$ cat src/rtl/spwm_duty_capture.sv
`default_nettype none
//==============================================================================
// Module      : spwm_duty_capture
// Description : Three-channel SPWM receiver/monitor. Each input is
//               synchronised, its rising edges are detected, and the high time
//               and period of every carrier cycle are measured in clk_int
//               cycles. A channel that shows no rising edge for TIMEOUT cycles
//               is flagged as stuck, and the line level at that moment is
//               recorded.
// Ports       : clk_int          - system clock, rising edge
//               reset            - asynchronous reset, active low
//               spwm_in[2:0]     - asynchronous SPWM inputs (bit0 = phase 1)
//               high_1..3        - last completed high time per channel
//               period_1..3      - last completed period per channel
//               valid[2:0]       - one-cycle strobe, new high/period latched
//               stuck[2:0]       - per-channel stuck level flag
//               stuck_lvl[2:0]   - synchronised level when stuck was set
// Revision    : 1.0 - initial release
//==============================================================================
module spwm_duty_capture #(
   parameter int CNT_W   = 16,
   parameter int TIMEOUT = 50000
) (
   input  logic             clk_int,
   input  logic             reset,
   input  logic [2:0]       spwm_in,
   output logic [CNT_W-1:0] high_1,
   output logic [CNT_W-1:0] high_2,
   output logic [CNT_W-1:0] high_3,
   output logic [CNT_W-1:0] period_1,
   output logic [CNT_W-1:0] period_2,
   output logic [CNT_W-1:0] period_3,
   output logic [2:0]       valid,
   output logic [2:0]       stuck,
   output logic [2:0]       stuck_lvl
);

   localparam logic [CNT_W-1:0] TIMEOUT_C = CNT_W'(TIMEOUT);
   localparam logic [CNT_W-1:0] ONE_C     = CNT_W'(1);

   localparam logic [1:0] S_IDLE  = 2'd0;
   localparam logic [1:0] S_MEAS  = 2'd1;
   localparam logic [1:0] S_STUCK = 2'd2;

   //---------------------------------------------------------------------------
   // Input path: two-stage synchroniser followed by a previous-sample register
   // used for rising-edge detection.
   //---------------------------------------------------------------------------
   logic [2:0] meta_q;
   logic [2:0] sync_q;
   logic [2:0] prev_q;
   logic [2:0] rise_w;

   always_ff @(posedge clk_int or negedge reset) begin
      if (!reset) begin
         meta_q <= 3'b000;
         sync_q <= 3'b000;
         prev_q <= 3'b000;
      end else begin
         meta_q <= spwm_in;
         sync_q <= meta_q;
         prev_q <= sync_q;
      end
   end

   assign rise_w = sync_q & ~prev_q;

   // Per-channel results gathered here so the flat output ports can be driven
   // from a single place.
   logic [CNT_W-1:0] high_w   [3];
   logic [CNT_W-1:0] period_w [3];
   logic [2:0]       valid_w;
   logic [2:0]       stuck_w;
   logic [2:0]       stuck_lvl_w;

   //---------------------------------------------------------------------------
   // Per-channel measurement engine (identical for every phase).
   //---------------------------------------------------------------------------
   for (genvar g = 0; g < 3; g++) begin : g_ch
      logic [1:0]       state_q;
      logic [1:0]       state_d;
      logic [CNT_W-1:0] pcnt_q;
      logic [CNT_W-1:0] pcnt_d;
      logic [CNT_W-1:0] hcnt_q;
      logic [CNT_W-1:0] hcnt_d;
      logic [CNT_W-1:0] icnt_q;
      logic [CNT_W-1:0] icnt_d;
      logic [CNT_W-1:0] high_q;
      logic [CNT_W-1:0] high_d;
      logic [CNT_W-1:0] period_q;
      logic [CNT_W-1:0] period_d;
      logic             valid_q;
      logic             valid_d;
      logic             stuck_q;
      logic             stuck_d;
      logic             stuck_lvl_q;
      logic             stuck_lvl_d;

      // State register
      always_ff @(posedge clk_int or negedge reset) begin
         if (!reset) begin
            state_q <= S_IDLE;
         end else begin
            state_q <= state_d;
         end
      end

      // Next-state logic. A rise always takes priority over a timeout, so a
      // period of exactly TIMEOUT cycles is still a valid measurement.
      always_comb begin
         state_d = state_q;
         case (state_q)
            S_IDLE: begin
               if (rise_w[g]) begin
                  state_d = S_MEAS;
               end else if (icnt_q == TIMEOUT_C) begin
                  state_d = S_STUCK;
               end
            end
            S_MEAS: begin
               if (!rise_w[g] && (pcnt_q == TIMEOUT_C)) begin
                  state_d = S_STUCK;
               end
            end
            S_STUCK: begin
               if (rise_w[g]) begin
                  state_d = S_MEAS;
               end
            end
            default: state_d = S_IDLE;
         endcase
      end

      // Output and datapath logic
      always_comb begin
         pcnt_d      = pcnt_q;
         hcnt_d      = hcnt_q;
         icnt_d      = icnt_q;
         high_d      = high_q;
         period_d    = period_q;
         valid_d     = 1'b0;
         stuck_d     = stuck_q;
         stuck_lvl_d = stuck_lvl_q;

         // Counters restart on every rise. They only run while measuring and
         // stop at TIMEOUT, which bounds them well inside CNT_W and keeps
         // hcnt from ever overtaking pcnt.
         if (rise_w[g]) begin
            pcnt_d = ONE_C;
            hcnt_d = ONE_C;
         end else if ((state_q == S_MEAS) && (pcnt_q != TIMEOUT_C)) begin
            pcnt_d = pcnt_q + ONE_C;
            if (sync_q[g]) begin
               hcnt_d = hcnt_q + ONE_C;
            end
         end

         // Idle watchdog covers a line that never toggles after reset.
         if ((state_q == S_IDLE) && (icnt_q != TIMEOUT_C)) begin
            icnt_d = icnt_q + ONE_C;
         end

         // A rise in MEAS closes the current carrier cycle; the counters still
         // hold their pre-reload values here. A rise in IDLE or STUCK only
         // arms the channel because no full period has been observed.
         if ((state_q == S_MEAS) && rise_w[g]) begin
            high_d   = hcnt_q;
            period_d = pcnt_q;
            valid_d  = 1'b1;
         end

         if ((state_d == S_STUCK) && (state_q != S_STUCK)) begin
            stuck_d     = 1'b1;
            stuck_lvl_d = sync_q[g];
         end

         if ((state_q == S_STUCK) && rise_w[g]) begin
            stuck_d = 1'b0;
         end
      end

      // Datapath registers
      always_ff @(posedge clk_int or negedge reset) begin
         if (!reset) begin
            pcnt_q      <= '0;
            hcnt_q      <= '0;
            icnt_q      <= '0;
            high_q      <= '0;
            period_q    <= '0;
            valid_q     <= 1'b0;
            stuck_q     <= 1'b0;
            stuck_lvl_q <= 1'b0;
         end else begin
            pcnt_q      <= pcnt_d;
            hcnt_q      <= hcnt_d;
            icnt_q      <= icnt_d;
            high_q      <= high_d;
            period_q    <= period_d;
            valid_q     <= valid_d;
            stuck_q     <= stuck_d;
            stuck_lvl_q <= stuck_lvl_d;
         end
      end

      assign high_w[g]      = high_q;
      assign period_w[g]    = period_q;
      assign valid_w[g]     = valid_q;
      assign stuck_w[g]     = stuck_q;
      assign stuck_lvl_w[g] = stuck_lvl_q;
   end

   //---------------------------------------------------------------------------
   // Output mapping
   //---------------------------------------------------------------------------
   assign high_1    = high_w[0];
   assign high_2    = high_w[1];
   assign high_3    = high_w[2];
   assign period_1  = period_w[0];
   assign period_2  = period_w[1];
   assign period_3  = period_w[2];
   assign valid     = valid_w;
   assign stuck     = stuck_w;
   assign stuck_lvl = stuck_lvl_w;

endmodule
`default_nettype wire

$ cat config.mk
export PLATFORM = sky130hd
export DESIGN_NAME = spwm_duty_capture
export DESIGN_NICKNAME = d
export VERILOG_FILES = /design/src/rtl/spwm_duty_capture.sv
export SDC_FILE = /design/constraint.sdc
export NUM_CORES = 1
export LEC_CHECK = 0
export CAP_MARGIN = 10
export CORE_ASPECT_RATIO = 0.75
export CORE_MARGIN = 2
export CORE_UTILIZATION = 60
export DETAILED_ROUTE_END_ITERATION = 12
export PLACE_DENSITY = 0.93
export REMOVE_ABC_BUFFERS = 1
export SYNTH_ARGS = -nofsm -noshare
export SYNTH_HDL_FRONTEND = slang
export SYNTH_SLANG_ARGS = --single-unit
$ cat constraint.sdc
create_clock -name clk_int -period 7.31 [get_ports clk_int]
set_clock_uncertainty 0.15 [all_clocks]
set_input_delay 0.731 -clock clk_int [delete_from_list [all_inputs] [get_ports clk_int]]
set_output_delay 0.731 -clock clk_int [all_outputs]
set_load 0.1 [all_outputs]
Yosys cells after proc, flatten, opt, wreduce, memory -nomap -nowiden
Index checks and enable logic that the tools add are counted.
W data, S select, Z words.

operators by class
  multipliers = 0
  equality and inequality tests = 24
  mux-type cells = 39
  reductions and logical operators = 36
  divide/modulo/power cells = 0
  $lt $le $gt $ge = 0
  bitwise operators = 2
  $add $sub $neg = 9
  shift operators = 0

operator list
  operator                 count
  $mux W16                 15
  $add A16 B1 Y16 const B  9
  $eq A16 B16 Y1 const B   6
  $ne A16 B16 Y1 const B   6
  $mux W2                  12
  $logic_and A1 B1 Y1      18
  $pmux W2 S3              3
  $reduce_bool A2 Y1       9
  $eq A2 B2 Y1 const B     6
  $mux W1                  9
  $eq A2 B1 Y1 const B     3
  $logic_not A2 Y1         3
  $ne A2 B2 Y1 const B     3
  $reduce_and A2 Y1        3
  $and A3 B3 Y3            1
  $logic_not A1 Y1         3
  $not A3 Y3               1

word-level totals
  memories = 0
  output and inout bits = 105
  logic and storage cells = 140
  register bits after elaboration = 264
  bits in read-only memories = 0
  latch bits = 0
  input bits = 5
  bits in writable memories = 0

Logic depth before layout (Yosys ltp)
Gate-level depths: netlist of the first run.

  depth after elaboration = 10
  mapped depth = 9
  mapped depth without buffers = 7

Least setup slack after synthesis of the first run
OpenSTA, ideal clock, no wires.

  path type = reg-to-reg
  start point = register g_ch[2].pcnt_q[2]
  end point = register g_ch[2].hcnt_q[11]
  period minus slack after synthesis = 2.473 ns
  path buffers = 1
  data required time = 7.039 ns
  cell stages (with the launch flop) = 7
  slack = 4.837 ns
  library setup time = 0.121 ns
  arrival = 2.202 ns
  cell sequence = dfrtp_1 > or4_4 > or4_4 > buf_6 > nand2_2 > mux2_1 > a22o_1

between the ends
  word-level cells in the longest chain between the ends = 4

ends and longest elaborated chain
  element                       line  text
  from (decl)                   82    logic [CNT_W-1:0] pcnt_q;
  from (signal assigned)        194   pcnt_q <= pcnt_d;
  $ne A16 B16 Y1                151   end else if ((state_q == S_MEAS) && (pcnt_q != TIMEOUT_C)) begin
  $logic_and A1 B1 Y1           151
  $reduce_bool A2 Y1 (no line)  n/a
  $reduce_and A2 Y1 (no line)   n/a
  to (signal assigned)          195   hcnt_q <= hcnt_d;
  to (decl)                     84    logic [CNT_W-1:0] hcnt_q;

Every way passes these cells.
A chain may end at the register's enable or synchronous reset.

Final worst setup path of the first run
  start point = register g_ch[1].stuck_q
  end point = output port stuck[1]

RTL lines
  element                 line  text
  from (decl)             94    logic stuck_q;
  from (signal assigned)  200   stuck_q <= stuck_d;
  to (decl)               34    output logic [2:0] stuck,

No word-level cell between the ends.

==> flow_summary.ini, run 1 <==
[layout]
fin_area_um2 = 14100
layout_commonest_cell = dfrtp_1
final_layout_size_suffix_gt1_share_pct = 14.7
antenna_cells = 0
final_nets = 1160
fin_util_pct = 72.7
fillerInstances = 1277
syn_to_final_growth_pct = 18.5
mostFrequentLayoutCells = dfrtp_1, clkdlybuf4s50_1, mux2_2

[route]
avgViaCountPerCell = 6.05
route.met3.wl_mm = 1.32
ant_nets = 0
vias = 8537
wl_per_cell_um = 17.9
drt_iter0_markers = 727
dr.pass1.iters = 5
wl_met2_mm = 12.1
routed.top_layer = met4
drc = 0
wirelength_mm = 25.2
m1WireLength_mm = 11.3

[global_route]
antenna_found_initial = 0
grt_pass1_vias = 8475
grt_pass1_wl_mm = 42.3
grt_usage_pct = 24.0
grt_max_degree = 122
grt-ovfl-total = 0

[placed_design]
port_buffers = 109
gp_congestion = 0.841
dp_hpwl_mm = 16.2
placed_area_um2 = 13200

[timing]
setup_violations = 0
hold_viol = 0
rsz0062_at_grt = no
hold_ws_ps = 140
slew_violations = 0
worstMarginPinSlew_ps = 1020
relSlewSlack_pct = 31.6
fmax_mhz = 337
period_share_pct = 40.5
min_period_ps = 2960
setup-tns-final_ps = 0

[synth]
synthCells = 1044
synth_top_family_by_area = simple AND/OR/NAND/NOR gates
synth_area_um2 = 11900
synth_edf_count = 0
synth_xor_area_share_pct = 6.68
ys_seq_area_share_pct = 55.4
synthSimpleGateAreaFrac_pct = 17.5
muxShareOfSynthArea_pct = 9.97
synth-adder-area-share_pct = 1.57
yosysTopAreaCell = dfrtp_1
synth_warnings = 0
synth_ff_type = dfrtp_1
ys_ff_latch = 264
ys_async_sr_fraction_pct = 100
synth.area.top_cells = dfrtp_1, mux2_2, xnor2_1
synth-compound-area-share_pct = 6.18
synth.avg_cell_area_um2 = 11.4
synth_cell_type_count = 63
synth_top_cell_area_share_pct = 55.4

[clocking]
cts_resized = 0
htree_levels = 1
holdBufCountCts = 0
cts_tree = built
clockBufferDepth = 3
cts_setup_buffers = 0
clkTransAtPathRegs_ps = 70
cts_buffers = 26
root_buffer = clkbuf_16
clock_sinks = 264
clock_latency_ps = 530

[floorplanning]
io_pins = 110
start_util_pct = 61.4
die_w_um = 167
fp-row-count = 44
die_y_um = 126
core_um2 = 19400
die-area_um2 = 21000

[setup_path]
cp_top_family = buffers and inverters
crit_chain = clkdlybuf4s50_1
rr_worst_depth = 4
cp_data_required_time_ps = 6430
crit_slowest_cell = clkdlybuf4s50_1
path_class = reg2out
arrival_ps = 2080
critPathLaunchType = flop
crit_path_end_kind = output port
reg2reg_from = g_ch[2].pcnt_q[3]$_DFFE_PN0P_
path_max_fanout = 3
crit_path_end = stuck[1]
path_buf_inv = 1
rrSetupSlack_ps = 4710
timing.rr.end = g_ch[2].hcnt_q[2]$_DFFE_PN0P_
cpPeakStageDelay_ps = 1180
crit_cells = 1
startpoint = g_ch[1].stuck_q$_DFFE_PN0P_

[power]
irDropWorstVdd_mv = 0.389
powerDensity_nw_per_um2 = 346
p_leak_nw = 6.41

[job]
maxCapViolCount = 0

[outcome]
status = finished clean

[worst_hold_path]
hold_class = in2async
==> final cells by class <==
class                           instances  area (um2)  share of cell area, %
Clock buffer                           35         746                   5.28
Clock inverter                         11         213                   1.50
Inverter                               24        90.1                  0.637
Multi-Input combinational cell        706        5000                   35.4
Sequential cell                       264        6610                   46.7
Tap cell                              253         317                   2.24
Timing Repair Buffer                  118        1160                   8.23
==> report_power, final <==
part | leakage (nW) | total, mW | internal (mW) | switching, mW
sequential | 3.54 | 1.91 | 1.66 | 0.250
combinational | 2.40 | 1.49 | 0.442 | 1.04
clock | 0.471 | 1.49 | 0.926 | 0.561
==> flip-flops by register name (all words and copies together) (netlist names) <==
register          cells
g_ch.state_q          6
period_1             16
prev_q                3
high_2               16
g_ch.pcnt_q          48
g_ch.stuck_lvl_q      3
high_1               16
high_3               16
period_3             16
g_ch.hcnt_q          48
g_ch.valid_q          3
sync_q                3
period_2             16
meta_q                3
g_ch.stuck_q          3
g_ch.icnt_q          48
==> synth_stat cells (8+ instances only) <==
cell and n:
xor2_1 36, ha_1 15, dfrtp_1 264, nor4_1 17, inv_1 24, nand3_1 70, or4_1 8, nand4_1 37
clkbuf_1 34, nor3_1 12, xnor2_1 55, nand2b_1 10, mux2_2 102, nand2_1 67, o21ai_0 13, and4_1 12
buf_4 9, and3_1 28, a21oi_1 39, nor2_1 87
==> per-layer routing <==
| layer | GRT usage [%] | up-vias |
|---|---|---|
| li1 | - | 3922 |
| met1 | 34.2 | 4319 |
| met2 | 39.3 | 255 |
| met3 | 3.99 | 41 |
| met4 | 5.48 | 0 |
| met5 | 0 | - |
==> per-stage QoR <==
step | setup slack [ps] | instances | total power, mW
global placement | 4720 | 1364 | 3.32
CTS | 4340 | 1410 | 4.90
finish | 4350 | 1411 | 4.89
detailed placement | 4700 | 1364 | 3.39
global route | 4300 | 1411 | 5.09
floorplan | 4420 | 994 | 2.97
==> worst register-to-register path, stage by stage (launching register included) <==
cell and delay (ps):
dfrtp_1 460, or4_1 630, nor4_4 520, nor2_1 340, a311o_1 400
==> cell families (layout without fill, tap and decap cells) <==
group	count (synthesis)	after routing
buffers and inverters	74	188
XOR/XNOR	91	91
flip-flops	264	264
multiplexers	106	106
AO/OA/AOI/OAI	103	103
adder cells (fa/ha/maj)	15	15
AND/OR/NAND/NOR	391	391
==> worst min-delay path by stage <==
| stage | from | endpoint | slack (ps) | cells past startpoint |
|---|---|---|---|---|
| 6_report | reset | period_3[6]$_DFFE_PN0P_ | 140 | 1 |
| 5_1_grt | reset | period_3[6]$_DFFE_PN0P_ | 200 | 1 |
| 4_1_cts | reset | g_ch[2].icnt_q[15]$_DFFE_PN0P_ | 170 | 1 |
| 3_5_place_dp | meta_q[0]$_DFF_PN0_ | sync_q[0]$_DFF_PN0_ | 180 | 0 |
| 3_3_place_gp | meta_q[0]$_DFF_PN0_ | sync_q[0]$_DFF_PN0_ | 180 | 0 |
| 2_1_floorplan | meta_q[0]$_DFF_PN0_ | sync_q[0]$_DFF_PN0_ | 180 | 0 |
Note: power is estimated with default switching activity, not from simulation.
==> run 2: changes to the inputs <==
- CORE_UTILIZATION: 60 -> 52
- PLACE_DENSITY: 0.93 -> 0.86
- clock period: 7.31 -> 2.6 ns (I/O delays scaled with it)
==> flow_summary.ini, run 2 (same netlist as run 1, synthesis figures left out) <==
[timing]
hold_viol = 0
period_share_pct = 95.6
layout_setup_ws_ps = 116
relSlewSlack_pct = 51.0
min_period_ps = 2480
fmax_mhz = 403
setup_violations = 0
worstMarginPinSlew_ps = 728
slew_violations = 0
hold_ws_ps = 33.7
rsz0062_at_grt = no
setup-tns-final_ps = 0

[setup_path]
arrival_ps = 2740
path_max_fanout = 6
crit_chain = or4_4, or4_4, nand2_2, mux2_1, a22o_1
path_buf_inv = 0
path_class = reg2reg
cp_top_family = simple AND/OR/NAND/NOR gates
cpPeakStageDelay_ps = 560
crit_path_end_kind = flop
critPathLaunchType = flop
crit_slowest_cell = or4_4
cp_data_required_time_ps = 2850
cpMostUsedCell = or4_4

[placed_design]
gp_congestion = 0.840
dp_hpwl_mm = 16.5
preCtsSetupSlack_ps = 157
port_buffers = 109

[layout]
final_nets = 1183
syn_to_final_growth_pct = 18.1
final-seq-area_um2 = 6610
final_layout_size_suffix_gt1_share_pct = 25.4
mostFrequentLayoutCells = dfrtp_1, buf_4, mux2_2
layout_commonest_cell = dfrtp_1
fillerInstances = 1679
reg_top3 = g_ch.hcnt_q x48, g_ch.icnt_q x48, g_ch.pcnt_q x48
fin_util_pct = 63.2
multi_input_area_um2 = 5010
antenna_cells = 0

[route]
dr.pass1.iters = 5
avgViaCountPerCell = 5.74
wirelength_mm = 24.6
ant_nets = 0
vias = 8472
wl_per_cell_um = 16.6
drc = 0
drt_iter0_markers = 571

[power]
p_leak_nw = 6.71
irDropWorstVdd_mv = 1.03
fin_total_pwr_mw = 13.4
powerDensity_nw_per_um2 = 954

[clocking]
clockBufferDepth = 3
htree_levels = 1
cts_buffers = 26
cts_tree = built
root_buffer = clkbuf_16
clock_sinks = 264
clkTransAtPathRegs_ps = 60
cts_setup_buffers = 0
clock_latency_ps = 520

[floorplanning]
die_w_um = 179
die_y_um = 135
start_util_pct = 53.5
io_pins = 110
die-area_um2 = 24200
fp-row-count = 47
core_um2 = 22300

[job]
maxCapViolCount = 0

[global_route]
antenna_found_initial = 0
grt_max_degree = 68
grt_usage_pct = 20.7
grt_pass1_vias = 8316
grt-ovfl-total = 0
grt_pass1_wl_mm = 41.2

[worst_hold_path]
hold_class = in2reg

[outcome]
status = finished clean
==> run 2: cell types whose count changed in the layout (fill, tap and decap cells not counted), sizes merged <==
cell	delta
bufinv	-2
dlygate4sd3	+1
inv	-1
clkinv	+5
clkinvlp	+1
clkdlybuf4s50	-105
clkbuf	-1
buf	+127
==> run 2: where the power goes <==
group | leakage [nW] | switching [mW] | internal [mW]
registers | 3.54 | 0.621 | 4.68
clock network | 0.451 | 1.56 | 2.38
logic | 2.72 | 2.94 | 1.26
==> run 2: repair_timing <==
item	4_1_cts	5_1_grt
hold endpoints to repair	75	0
hold buffers	1	0
endpoints found under the setup margin	0	4
resized for setup	0	1
==> run 2: path summary, 6_finish.rpt <==
path,from,endpoint,slack (ps),cells past startpoint
hold reg to reg,meta_q[2]$_DFF_PN0_,sync_q[2]$_DFF_PN0_,200,0
hold / removal,spwm_in[2],meta_q[2]$_DFF_PN0_,30,1
setup / recovery,g_ch[2].pcnt_q[5]$_DFFE_PN0P_,g_ch[2].hcnt_q[11]$_DFFE_PN0P_,120,5
setup reg to reg,g_ch[2].pcnt_q[5]$_DFFE_PN0P_,g_ch[2].hcnt_q[11]$_DFFE_PN0P_,120,5
min in group asynchronous,reset,high_3[6]$_DFFE_PN0P_,130,2
max in group asynchronous,reset,period_1[15]$_DFFE_PN0P_,1340,3
==> run 2: final cells by class <==
cell class	instances	area share, %
clock buffers	34	5.19
inverters	24	0.639
clock inverters	14	1.23
multi-input cells	706	35.5
repair buffers	141	7.90
well taps	294	2.61
flip-flops and latches	264	46.9
==> run 2: per-stage QoR <==
step,cells,instance area [um2]
global placement,1428,13200
detailed placement,1428,13200
global route,1477,14100
finish,1477,14100
CTS,1477,14100
floorplan,994,11700
==> run 2: per-layer routing <==
layer  routed length [um]  global-route usage (%)  vias to the layer above
li1                     -                       -                     3975
met1                11600                    30.7                     4212
met2                11100                    31.9                      235
met3                 1120                    3.06                       50
met4                  701                    5.87                        0
met5                    0                       0                        -
